**src/rtl/trap_ctrl_if.sv**
```systemverilog
// Decoder/fetch-side signal bundle of the user-level trap controller.
interface trap_ctrl_if;
    logic        instr_valid;
    logic [31:0] PC;
    logic        ecall;
    logic        uret;
    logic        CSRRSI;
    logic        CSRRCI;
    logic [11:0] csr_addr;
    logic [4:0]  zimm;
    logic [2:0]  IRQ;
    logic        pc_redirect;
    logic [31:0] pc_target;
    logic        squash;
    logic [31:0] csr_rdata;
    logic        UIE;
    logic        UPIE;
    logic [31:0] UEPC;
    logic [31:0] UCAUSE;
    logic [2:0]  pending;

    modport master (
        output instr_valid, PC, ecall, uret, CSRRSI, CSRRCI, csr_addr, zimm, IRQ,
        input  pc_redirect, pc_target, squash, csr_rdata, UIE, UPIE, UEPC, UCAUSE, pending
    );

    modport slave (
        input  instr_valid, PC, ecall, uret, CSRRSI, CSRRCI, csr_addr, zimm, IRQ,
        output pc_redirect, pc_target, squash, csr_rdata, UIE, UPIE, UEPC, UCAUSE, pending
    );
endinterface

```
**src/rtl/trap_ctrl.sv**
```systemverilog
// User-level trap controller: ustatus/uepc/ucause, ecall/uret/CSR ops, PC redirect.
// TRAP_CTRL_IRQ_EN builds the external interrupt latch and interrupt entry path.
module trap_ctrl #(
    parameter logic [31:0] VEC_BASE = 32'h0000_0100
) (
    input  logic        CLK,
    input  logic        RST_N,
    trap_ctrl_if.slave  bus
);

    logic        uie_r;
    logic        upie_r;
    logic [31:0] uepc_r;
    logic [31:0] ucause_r;
    logic [2:0]  pending_s;
    logic        int_take_s;
    logic [1:0]  irq_id_s;
    logic        csr_hit_s;
    logic        unused_ok_s;

    assign csr_hit_s = (bus.csr_addr == 12'h000);

`ifdef TRAP_CTRL_IRQ_EN
    logic [2:0] irq_d_r;
    logic [2:0] pending_r;
    logic [2:0] irq_rise_s;
    logic [2:0] clr_s;
    logic [2:0] pending_nxt_s;

    function automatic logic [1:0] irq_select(input logic [2:0] req);
        logic [1:0] id;
        if (req[2]) begin
            id = 2'd2;
        end else if (req[1]) begin
            id = 2'd1;
        end else begin
            id = 2'd0;
        end
        return id;
    endfunction

    assign irq_rise_s = bus.IRQ & ~irq_d_r;
    assign int_take_s = bus.instr_valid & uie_r & (|pending_r);
    assign irq_id_s   = irq_select(pending_r);
    assign pending_s  = pending_r;

    // Clear mask for the source being taken; a same-cycle rising edge re-sets it.
    always_comb begin
        clr_s = 3'b000;
        if (int_take_s) begin
            clr_s[irq_id_s] = 1'b1;
        end else begin
            clr_s = 3'b000;
        end
        pending_nxt_s = (pending_r & ~clr_s) | irq_rise_s;
    end

    // IRQ edge detector and pending request latch.
    always_ff @(posedge CLK or negedge RST_N) begin
        if (!RST_N) begin
            irq_d_r   <= 3'b000;
            pending_r <= 3'b000;
        end else begin
            irq_d_r   <= bus.IRQ;
            pending_r <= pending_nxt_s;
        end
    end

    assign unused_ok_s = ^bus.zimm[3:1];
`else
    assign int_take_s  = 1'b0;
    assign irq_id_s    = 2'b00;
    assign pending_s   = 3'b000;
    assign unused_ok_s = ^{bus.zimm[3:1], bus.IRQ};
`endif

    // Trap state: interrupt entry outranks ecall, uret and the CSR ops.
    always_ff @(posedge CLK or negedge RST_N) begin
        if (!RST_N) begin
            uie_r    <= 1'b0;
            upie_r   <= 1'b0;
            uepc_r   <= 32'h0000_0000;
            ucause_r <= 32'h0000_0000;
        end else if (int_take_s) begin
            uepc_r   <= bus.PC;
            ucause_r <= {1'b1, 27'd0, 1'b1, 1'b0, irq_id_s};
            upie_r   <= uie_r;
            uie_r    <= 1'b0;
        end else if (bus.instr_valid) begin
            if (bus.ecall) begin
                uepc_r   <= bus.PC + 32'd4;
                ucause_r <= 32'd8;
                upie_r   <= uie_r;
                uie_r    <= 1'b0;
            end else if (bus.uret) begin
                uie_r  <= upie_r;
                upie_r <= 1'b1;
            end else if (csr_hit_s && bus.CSRRSI) begin
                if (bus.zimm[0]) uie_r  <= 1'b1;
                if (bus.zimm[4]) upie_r <= 1'b1;
            end else if (csr_hit_s && bus.CSRRCI) begin
                if (bus.zimm[0]) uie_r  <= 1'b0;
                if (bus.zimm[4]) upie_r <= 1'b0;
            end
        end
    end

    // Redirect/squash decode; held quiet while reset is asserted.
    always_comb begin
        bus.pc_redirect = 1'b0;
        bus.squash      = 1'b0;
        bus.pc_target   = 32'h0000_0000;
        if (!RST_N) begin
            bus.pc_redirect = 1'b0;
        end else if (int_take_s) begin
            bus.pc_redirect = 1'b1;
            bus.squash      = 1'b1;
            bus.pc_target   = VEC_BASE + 32'd64 + {28'd0, irq_id_s, 2'b00};
        end else if (bus.instr_valid && bus.ecall) begin
            bus.pc_redirect = 1'b1;
            bus.pc_target   = VEC_BASE + 32'd32;
        end else if (bus.instr_valid && bus.uret) begin
            bus.pc_redirect = 1'b1;
            bus.pc_target   = uepc_r;
        end else begin
            bus.pc_redirect = 1'b0;
        end
    end

    assign bus.csr_rdata = csr_hit_s ? {27'd0, upie_r, 3'd0, uie_r} : 32'h0000_0000;
    assign bus.UIE       = uie_r;
    assign bus.UPIE      = upie_r;
    assign bus.UEPC      = uepc_r;
    assign bus.UCAUSE    = ucause_r;
    assign bus.pending   = pending_s;

endmodule

```
**src/flat_wrapper.sv**
```systemverilog
// flat-port wrapper written by rule: the top's interface ports become plain ports
module trap_ctrl_flat 
#(
    parameter logic [31:0] VEC_BASE = 32'h0000_0100
)
  (CLK, RST_N, bus_instr_valid, bus_PC, bus_ecall, bus_uret, bus_CSRRSI, bus_CSRRCI, bus_csr_addr, bus_zimm, bus_IRQ, bus_pc_redirect, bus_pc_target, bus_squash, bus_csr_rdata, bus_UIE, bus_UPIE, bus_UEPC, bus_UCAUSE, bus_pending);
  trap_ctrl_if bus_i ();
  input  logic CLK;
  input  logic RST_N;
  input wire logic [$bits(bus_i.instr_valid)-1:0] bus_instr_valid;
  input wire logic [$bits(bus_i.PC)-1:0] bus_PC;
  input wire logic [$bits(bus_i.ecall)-1:0] bus_ecall;
  input wire logic [$bits(bus_i.uret)-1:0] bus_uret;
  input wire logic [$bits(bus_i.CSRRSI)-1:0] bus_CSRRSI;
  input wire logic [$bits(bus_i.CSRRCI)-1:0] bus_CSRRCI;
  input wire logic [$bits(bus_i.csr_addr)-1:0] bus_csr_addr;
  input wire logic [$bits(bus_i.zimm)-1:0] bus_zimm;
  input wire logic [$bits(bus_i.IRQ)-1:0] bus_IRQ;
  output wire logic [$bits(bus_i.pc_redirect)-1:0] bus_pc_redirect;
  output wire logic [$bits(bus_i.pc_target)-1:0] bus_pc_target;
  output wire logic [$bits(bus_i.squash)-1:0] bus_squash;
  output wire logic [$bits(bus_i.csr_rdata)-1:0] bus_csr_rdata;
  output wire logic [$bits(bus_i.UIE)-1:0] bus_UIE;
  output wire logic [$bits(bus_i.UPIE)-1:0] bus_UPIE;
  output wire logic [$bits(bus_i.UEPC)-1:0] bus_UEPC;
  output wire logic [$bits(bus_i.UCAUSE)-1:0] bus_UCAUSE;
  output wire logic [$bits(bus_i.pending)-1:0] bus_pending;
  assign bus_i.instr_valid = bus_instr_valid;
  assign bus_i.PC = bus_PC;
  assign bus_i.ecall = bus_ecall;
  assign bus_i.uret = bus_uret;
  assign bus_i.CSRRSI = bus_CSRRSI;
  assign bus_i.CSRRCI = bus_CSRRCI;
  assign bus_i.csr_addr = bus_csr_addr;
  assign bus_i.zimm = bus_zimm;
  assign bus_i.IRQ = bus_IRQ;
  assign bus_pc_redirect = bus_i.pc_redirect;
  assign bus_pc_target = bus_i.pc_target;
  assign bus_squash = bus_i.squash;
  assign bus_csr_rdata = bus_i.csr_rdata;
  assign bus_UIE = bus_i.UIE;
  assign bus_UPIE = bus_i.UPIE;
  assign bus_UEPC = bus_i.UEPC;
  assign bus_UCAUSE = bus_i.UCAUSE;
  assign bus_pending = bus_i.pending;
  trap_ctrl #(.VEC_BASE(VEC_BASE)) u_core (.CLK(CLK), .RST_N(RST_N), .bus(bus_i));
endmodule
```
**config.mk**
```make
export PLATFORM = sky130hd
export DESIGN_NAME = trap_ctrl_flat
export DESIGN_NICKNAME = d
export VERILOG_FILES = /design/src/rtl/trap_ctrl_if.sv /design/src/rtl/trap_ctrl.sv /design/src/flat_wrapper.sv
export SDC_FILE = /design/constraint.sdc
export NUM_CORES = 1
export LEC_CHECK = 0
export CELL_PAD_IN_SITES_DETAIL_PLACEMENT = 0
export CELL_PAD_IN_SITES_GLOBAL_PLACEMENT = 1
export CORE_UTILIZATION = 25
export DETAILED_ROUTE_END_ITERATION = 16
export MAX_ROUTING_LAYER = met4
export PLACE_DENSITY_LB_ADDON = 0.1
export SLEW_MARGIN = 10
export SYNTH_ARGS = -nofsm -noshare
export SYNTH_HDL_FRONTEND = slang
export SYNTH_SLANG_ARGS = --single-unit
```
**constraint.sdc**
```tcl
create_clock -name CLK -period 1.2 [get_ports CLK]
set_input_delay 0.12 -clock CLK [delete_from_list [all_inputs] [get_ports CLK]]
set_output_delay 0.12 -clock CLK [all_outputs]
set_load 0.02 [all_outputs]
```
==> impl_metrics.tcl <==
set metrics [dict create \
    synthDistinctLibCells 42 \
    crit_family "simple AND/OR/NAND/NOR gates" \
    die_h_um 106 \
    max_freq_ghz 0.748 \
    start_util 0.259 \
    path_buf_inv 2 \
    cts.sinks 35 \
    multi_input_area_um2 1800 \
    avgSynthCellArea_um2 8.28 \
    met3_length_um 545 \
    ant_nets 0 \
    final-setup-viol-count 11 \
    synth_top_family_by_area "simple AND/OR/NAND/NOR gates" \
    violations "negative setup slack" \
    crit_chain "buf_6 -> nand4_1 -> or4_4 -> buf_12 -> nor3b_4 -> xnor2_1 -> o21ai_1" \
    nFillCells 1037 \
    hp-class "in2async" \
    synthTopCellsByArea "dfrtp_1, buf_4, and3_1" \
    clock_path_buffers 2 \
    worst-endpoint-arrival_ps 1520 \
    muxShareOfSynthArea 0.00373 \
    synth_edf_count 0 \
    grt.total_usage 0.167 \
    fin_crit_ps 1340 \
    synth_fa_ha_area_frac 0.00466 \
    grt_pass1_wl_mm 14.2 \
    p_per_area_nw_per_um2 842 \
    wl_per_cell_um 13.4 \
    synth_cells 324 \
    cts_hold_buf 0 \
    ys.flop_type "dfrtp_1" \
    rows 37 \
    wl_met2_mm 4.52 \
    maxCapViolations 0 \
    core_um2 10400 \
    htreeDepth 2 \
    drtPass1Iterations 4 \
    end_kind "register" \
    yosysTopAreaCell "dfrtp_1" \
    finalClockSkew_ps 0.331 \
    layout-drive-gt1-share 0.434 \
    path_class "in2reg" \
    hold_viol 0 \
    dpl_cell_area_um2 4580 \
    crit_path_start_kind "primary input" \
    die_area_um2 11100 \
    cp_slowest_cell "or4_4" \
    ys_seq_area_frac 0.326 \
    post-synth-top-count-cell "buf_4" \
    seqCellArea_um2 876 \
    synth_xor_area_frac 0.0882 \
    antenna_found_initial 0 \
    whs_ps 0.353 \
    dp_hpwl_mm 6.69 \
    yosys-top-cells-count "buf_4, nand2_1, and3_1, dfrtp_1, xnor2_1" \
    top_layer_used "met4" \
    outcome "complete, but fails checks" \
    fin_ws_ps -137 \
    grt_pass1_vias 2809 \
    synth_compound_area_frac 0.0751 \
    ir_drop_mv 0.425 \
    tritoncts "built" \
    grt.overflow.total 0 \
    area_growth_pct 79.8 \
    drt_wl_total_mm 8.99 \
    nets 595 \
    worst_path_largest_cell_delay_ps 640 \
    remaining_drc_errors 0 \
    die_x_um 106 \
    clk_latency_ps 280 \
    clkTransAtPathRegs_ps 80 \
    drt_iter0_markers 56 \
    via_count 2815 \
    p_leak_nw 2.57 \
    slew_violations 0 \
    rsz0062_at_grt "true" \
    grt_max_degree 36 \
    met1_length_mm 3.87 \
    numCtsBuffers 5 \
    yosys_register_bits 35 \
    async_flop_share 1.00 \
    synth_top_area_share 0.326 \
    finalWeightedCongestion 0.834 \
    postLayoutCellArea_um2 4820 \
    ys.warnings.count 0 \
    post-route-period-util 1.11 \
    cts_root_buf "clkbuf_8" \
    cp.required_ps 1380 \
    yosys.area_share.simple 0.284 \
    ios 194 \
    antennaDiodeCount 0 \
    syn_area_um2 2680 \
    path_max_fanout 5 \
    vias_per_cell 4.20 \
    port_buffers 122 \
]
==> state kept, by name, summed over array words and instances (netlist names) <==
name	cells
u_core.bus.UEPC	32
u_core.bus.UPIE	1
u_core.bus.UIE	1
u_core.bus.UCAUSE	1
==> metrics by stage <==
step	total power, mW	setup slack, ps	setup TNS (ps)	util	std cells
2_1_floorplan	2.27	-159	-1580	-	388
3_3_place_gp	3.10	-805	-44520	0.442	654
3_5_place_dp	3.11	-834	-44210	0.442	654
4_1_cts	4.13	-162	-1220	0.469	672
5_1_grt	4.29	-205	-1670	0.465	671
6_report	4.06	-137	-1140	0.465	671
==> worst paths after layout <==
check | start | end | slack, ps | cells past startpoint
min in group CLK | bus_PC[2] | u_core.bus.UEPC[2] | 30 | 2
worst max register to register | u_core.bus.UPIE | u_core.bus.UIE | 300 | 4
worst max-delay path | bus_PC[14] | u_core.bus.UEPC[20] | -140 | 7
max in group asynchronous | RST_N | u_core.bus.UEPC[15] | 850 | 3
worst min-delay path | RST_N | u_core.bus.UEPC[24] | 0.4 | 3
worst min register to register | u_core.bus.UCAUSE[3] | u_core.bus.UCAUSE[3] | 470 | 1
==> per-layer routing <==
metal  global-route usage  vias to the layer above
met1                0.201                     1294
li1                     -                     1398
met4               0.0367                        0
met3               0.0291                        2
met5                    -                        -
met2                0.293                      121
==> final cells by class <==
| type | instances | area share |
|---|---|---|
| inverter | 5 | 0.00389 |
| multi-input combinational | 268 | 0.374 |
| timing repair buffer | 220 | 0.384 |
| clock inverter | 1 | 0.00623 |
| clock buffer | 6 | 0.0150 |
| sequential | 35 | 0.182 |
| tap | 136 | 0.0353 |
==> layout by cell type, fill, tap and decap left out, types with 9 or more instances in the layout <==
| cell type | count |
|---|---|
| clkbuf_2 | 12 |
| o21ai_1 | 15 |
| buf_6 | 26 |
| xnor2_1 | 21 |
| clkdlybuf4s15_2 | 9 |
| and3_1 | 27 |
| dlygate4sd2_1 | 22 |
| nand2_1 | 45 |
| o21ai_0 | 12 |
| buf_2 | 43 |
| buf_4 | 83 |
| conb_1 | 65 |
| dfrtp_1 | 35 |
| nor2_1 | 9 |
| nand3_1 | 9 |
==> power by group <==
group | total [mW] | switching [mW] | internal, mW
sequential | 1.41 | 0.0859 | 1.32
combinational | 1.60 | 0.895 | 0.701
clock | 1.05 | 0.442 | 0.610
==> worst register-to-register path: cells and delay by family, from the launching register on <==
family | cells | cell delay [ps]
AO/OA/AOI/OAI | 1 | 170
flip-flops | 1 | 410
multiplexers | 1 | 90
AND/OR/NAND/NOR | 2 | 110
==> cell families after synthesis <==
kind of cell | Yosys count
simple gates | 138
buf+inv | 85
compound gates | 36
flops | 35
xor+xnor | 27
fa+ha+maj | 1
other cells | 1
mux | 1
==> timing repair <==
item | in CTS | in global routing
cloned | 5 | 0
setup buffers | 7 | 0
gates resized for setup | 388 | 47
endpoints found under the setup margin | 96 | 64
pin swaps | 31 | 22
No activity file was read; power rests on OpenSTA's default activity.
==> edit (config.mk and constraints unchanged) <==
Add a define of `TRAP_CTRL_IRQ_EN`.
--- a/src/rtl/trap_ctrl.sv
+++ b/src/rtl/trap_ctrl.sv
@@ -1,4 +1,6 @@
 // User-level trap controller: ustatus/uepc/ucause, ecall/uret/CSR ops, PC redirect.
 // TRAP_CTRL_IRQ_EN builds the external interrupt latch and interrupt entry path.
+`define TRAP_CTRL_IRQ_EN
+
 module trap_ctrl #(
     parameter logic [31:0] VEC_BASE = 32'h0000_0100
Behaviour: not the same (a bounded check fails within 4 cycles, from zero or initial values and one cycle with RST_N low).
==> edit against the original RTL <==
The run still ends with setup timing left. Power grew 59%. Synthesized area increased by 16%. Synthesized cell count up 16%. Final area grew 31%. Worst hold slack gained 0.19 ns. Via count rose by 23%. Final cell count is 19% higher. Sequential cell count grew 9. Core utilization rose by 6.0 points. Maximum frequency down 36%. Clock power is 58% higher. Setup slack worse by 0.75 ns. Wire length rose by 35%.
==> edit: results (changes against the original RTL) <==
CTS
  – Cts hold-fix bufs: 1 (was 0)
  – Cts repair resizes: 442 (was 388)

GRT
  – Largest net degree at the start of global routing: 19 (was 36)
  – Tot GR Track Use: 18.59% (was 16.73%)
  – First-pass GRT wire length: 17.94 mm (was 14.21 mm)
  – Vias in the first global route: 3357 (was 2809)

Timing
  – Final setup viols: 76 (was 11)
  – Clock Skews: 0.005946 ns (was 0.0003313 ns)
  – Total Neg Setup Slack: -48.69 ns (was -1.142 ns)
  – Final worst setup slack: -0.8878 ns (was -0.1372 ns)

Critical path
  – Critical Path AT: 2.30 ns (was 1.52 ns)
  – Crit path to: u_core.bus.UEPC[30] (was u_core.bus.UEPC[20])
  – FF-to-FF End: u_core.bus.UEPC[30] (was u_core.bus.UIE)
  – Reg2Reg Depth: 7 (was 4)
  – Worst Setup SP: u_core.bus.pending[0] (was bus_PC[14])
  – Worst-path fanout max: 7 (was 5)

Place
  – Detailed Place HPWL: 8.306 mm (was 6.685 mm)
  – Post-DP Area: 0.005144 mm2 (was 0.004584 mm2)
  – Setup WS pre-CTS: -1.189 ns (was -0.8344 ns)
  – I/O Buffers: 132 (was 122)
  – Placer Congestion: 0.8218 (was 0.8342)

Yosys
  – Post-synthesis sequential area ratio: 35.46% (was 32.65%)
  – Distinct cells, synth: 48 (was 42)
  – Commonest cells in the netlist: buf_4, nand2_1, dfrtp_1 (was buf_4, nand2_1, and3_1, dfrtp_1, xnor2_1)
  – Synth area leaders: dfrtp_1, buf_4, and2_1, nand2_1, o21ai_0 (was dfrtp_1, buf_4, and3_1, xnor2_1, nand2_1)

Min path
  – HP Class: input pin to flip-flop (was input pin to async pin)
  – Hold Path Stages: 4

Layout
  – Final nets: 691 (was 595)
  – Share of cells above drive strength 1: 51.42% (was 43.36%)

Power
  – Leak Pwr: 2.926 nW (was 2.571 nW)
  – Clock group: 1.66 mW (was 1.05 mW)
  – VDD IR max: 0.0006464 V (was 0.0004252 V)
  – P_comb: 2.81 mW (was 1.60 mW)
  – NetSw: 2.298 mW (was 1.423 mW)

Outcome
  – Status: finished with violations (unchanged)
  – Failing checks: setup timing (unchanged)

Detailed routing
  – Overall via count from detail_route: 3469 (was 2815)
  – Initial drt markers: 108 (was 56)
  – Total Wirelength: 12.16 mm (was 8.990 mm)
[edit: cell count changes after synthesis, sizes merged, moves of 6 or more]
cell,before,now
or3,1,9
and3,35,6
and2,3,33
nand2,47,56
dfrtp,35,44
a21oi,2,9
buf,68,62
xnor2,21,15
nor3,8,2
[edit: metal layers]
metal  share of wire (%)  vias up  GRT usage, %
li1                    -     1689             -
met1                  44     1663         23.12
met2                  51      110         32.31
met3                 3.5        7         2.072
met4                 1.1        0         4.474
met5                   0        -             -
[edit: cells by family (layout without fill, tap and decap cells)]
logic type	count (synthesis)	after routing	share of synthesized area [%]
adder cells (fa/ha/maj)	1	1	0.4028
multiplexers	1	1	0.3626
AND/OR/NAND/NOR	166	166	28.53
AO/OA/AOI/OAI	62	62	12.69
XOR/XNOR	20	20	5.641
other	1	59	0.1208
flip-flops	44	44	35.46
buffers and inverters	80	280	16.80
[edit: through the flow]
stage          hold slack (ns)  utilization [%]  total power, mW  std cells
4_1_cts                 0.1846            49.97            6.296        788
6_report                0.1859            52.50            6.456        801
3_3_place_gp            0.1273            42.65            4.344        747
3_5_place_dp            0.1307            42.65            4.370        747
2_1_floorplan          -0.1756                -            3.162        432
5_1_grt                 0.2000            52.48            6.777        800
[edit: final cells by class]
type / count / area (um2)
Clock buffer: 6 / 138.9
Tap cell: 168 / 210.2
Antenna cell: 1 / 2.502
Fill cell: 1124 / 5729
Clock inverter: 2 / 38.79
Inverter: 5 / 18.77
Sequential cell: 44 / 1106
Multi-Input combinational cell: 308 / 2268
Timing Repair Buffer: 267 / 2549
[edit: critical path: stages (launching register included)]
cell      delay, ns
dfrtp_2        0.43
o311ai_4       0.33
buf_6          0.16
buf_12         0.12
nand2_4        0.05
or4_4          0.45
or3_1          0.33
a31oi_1        0.13
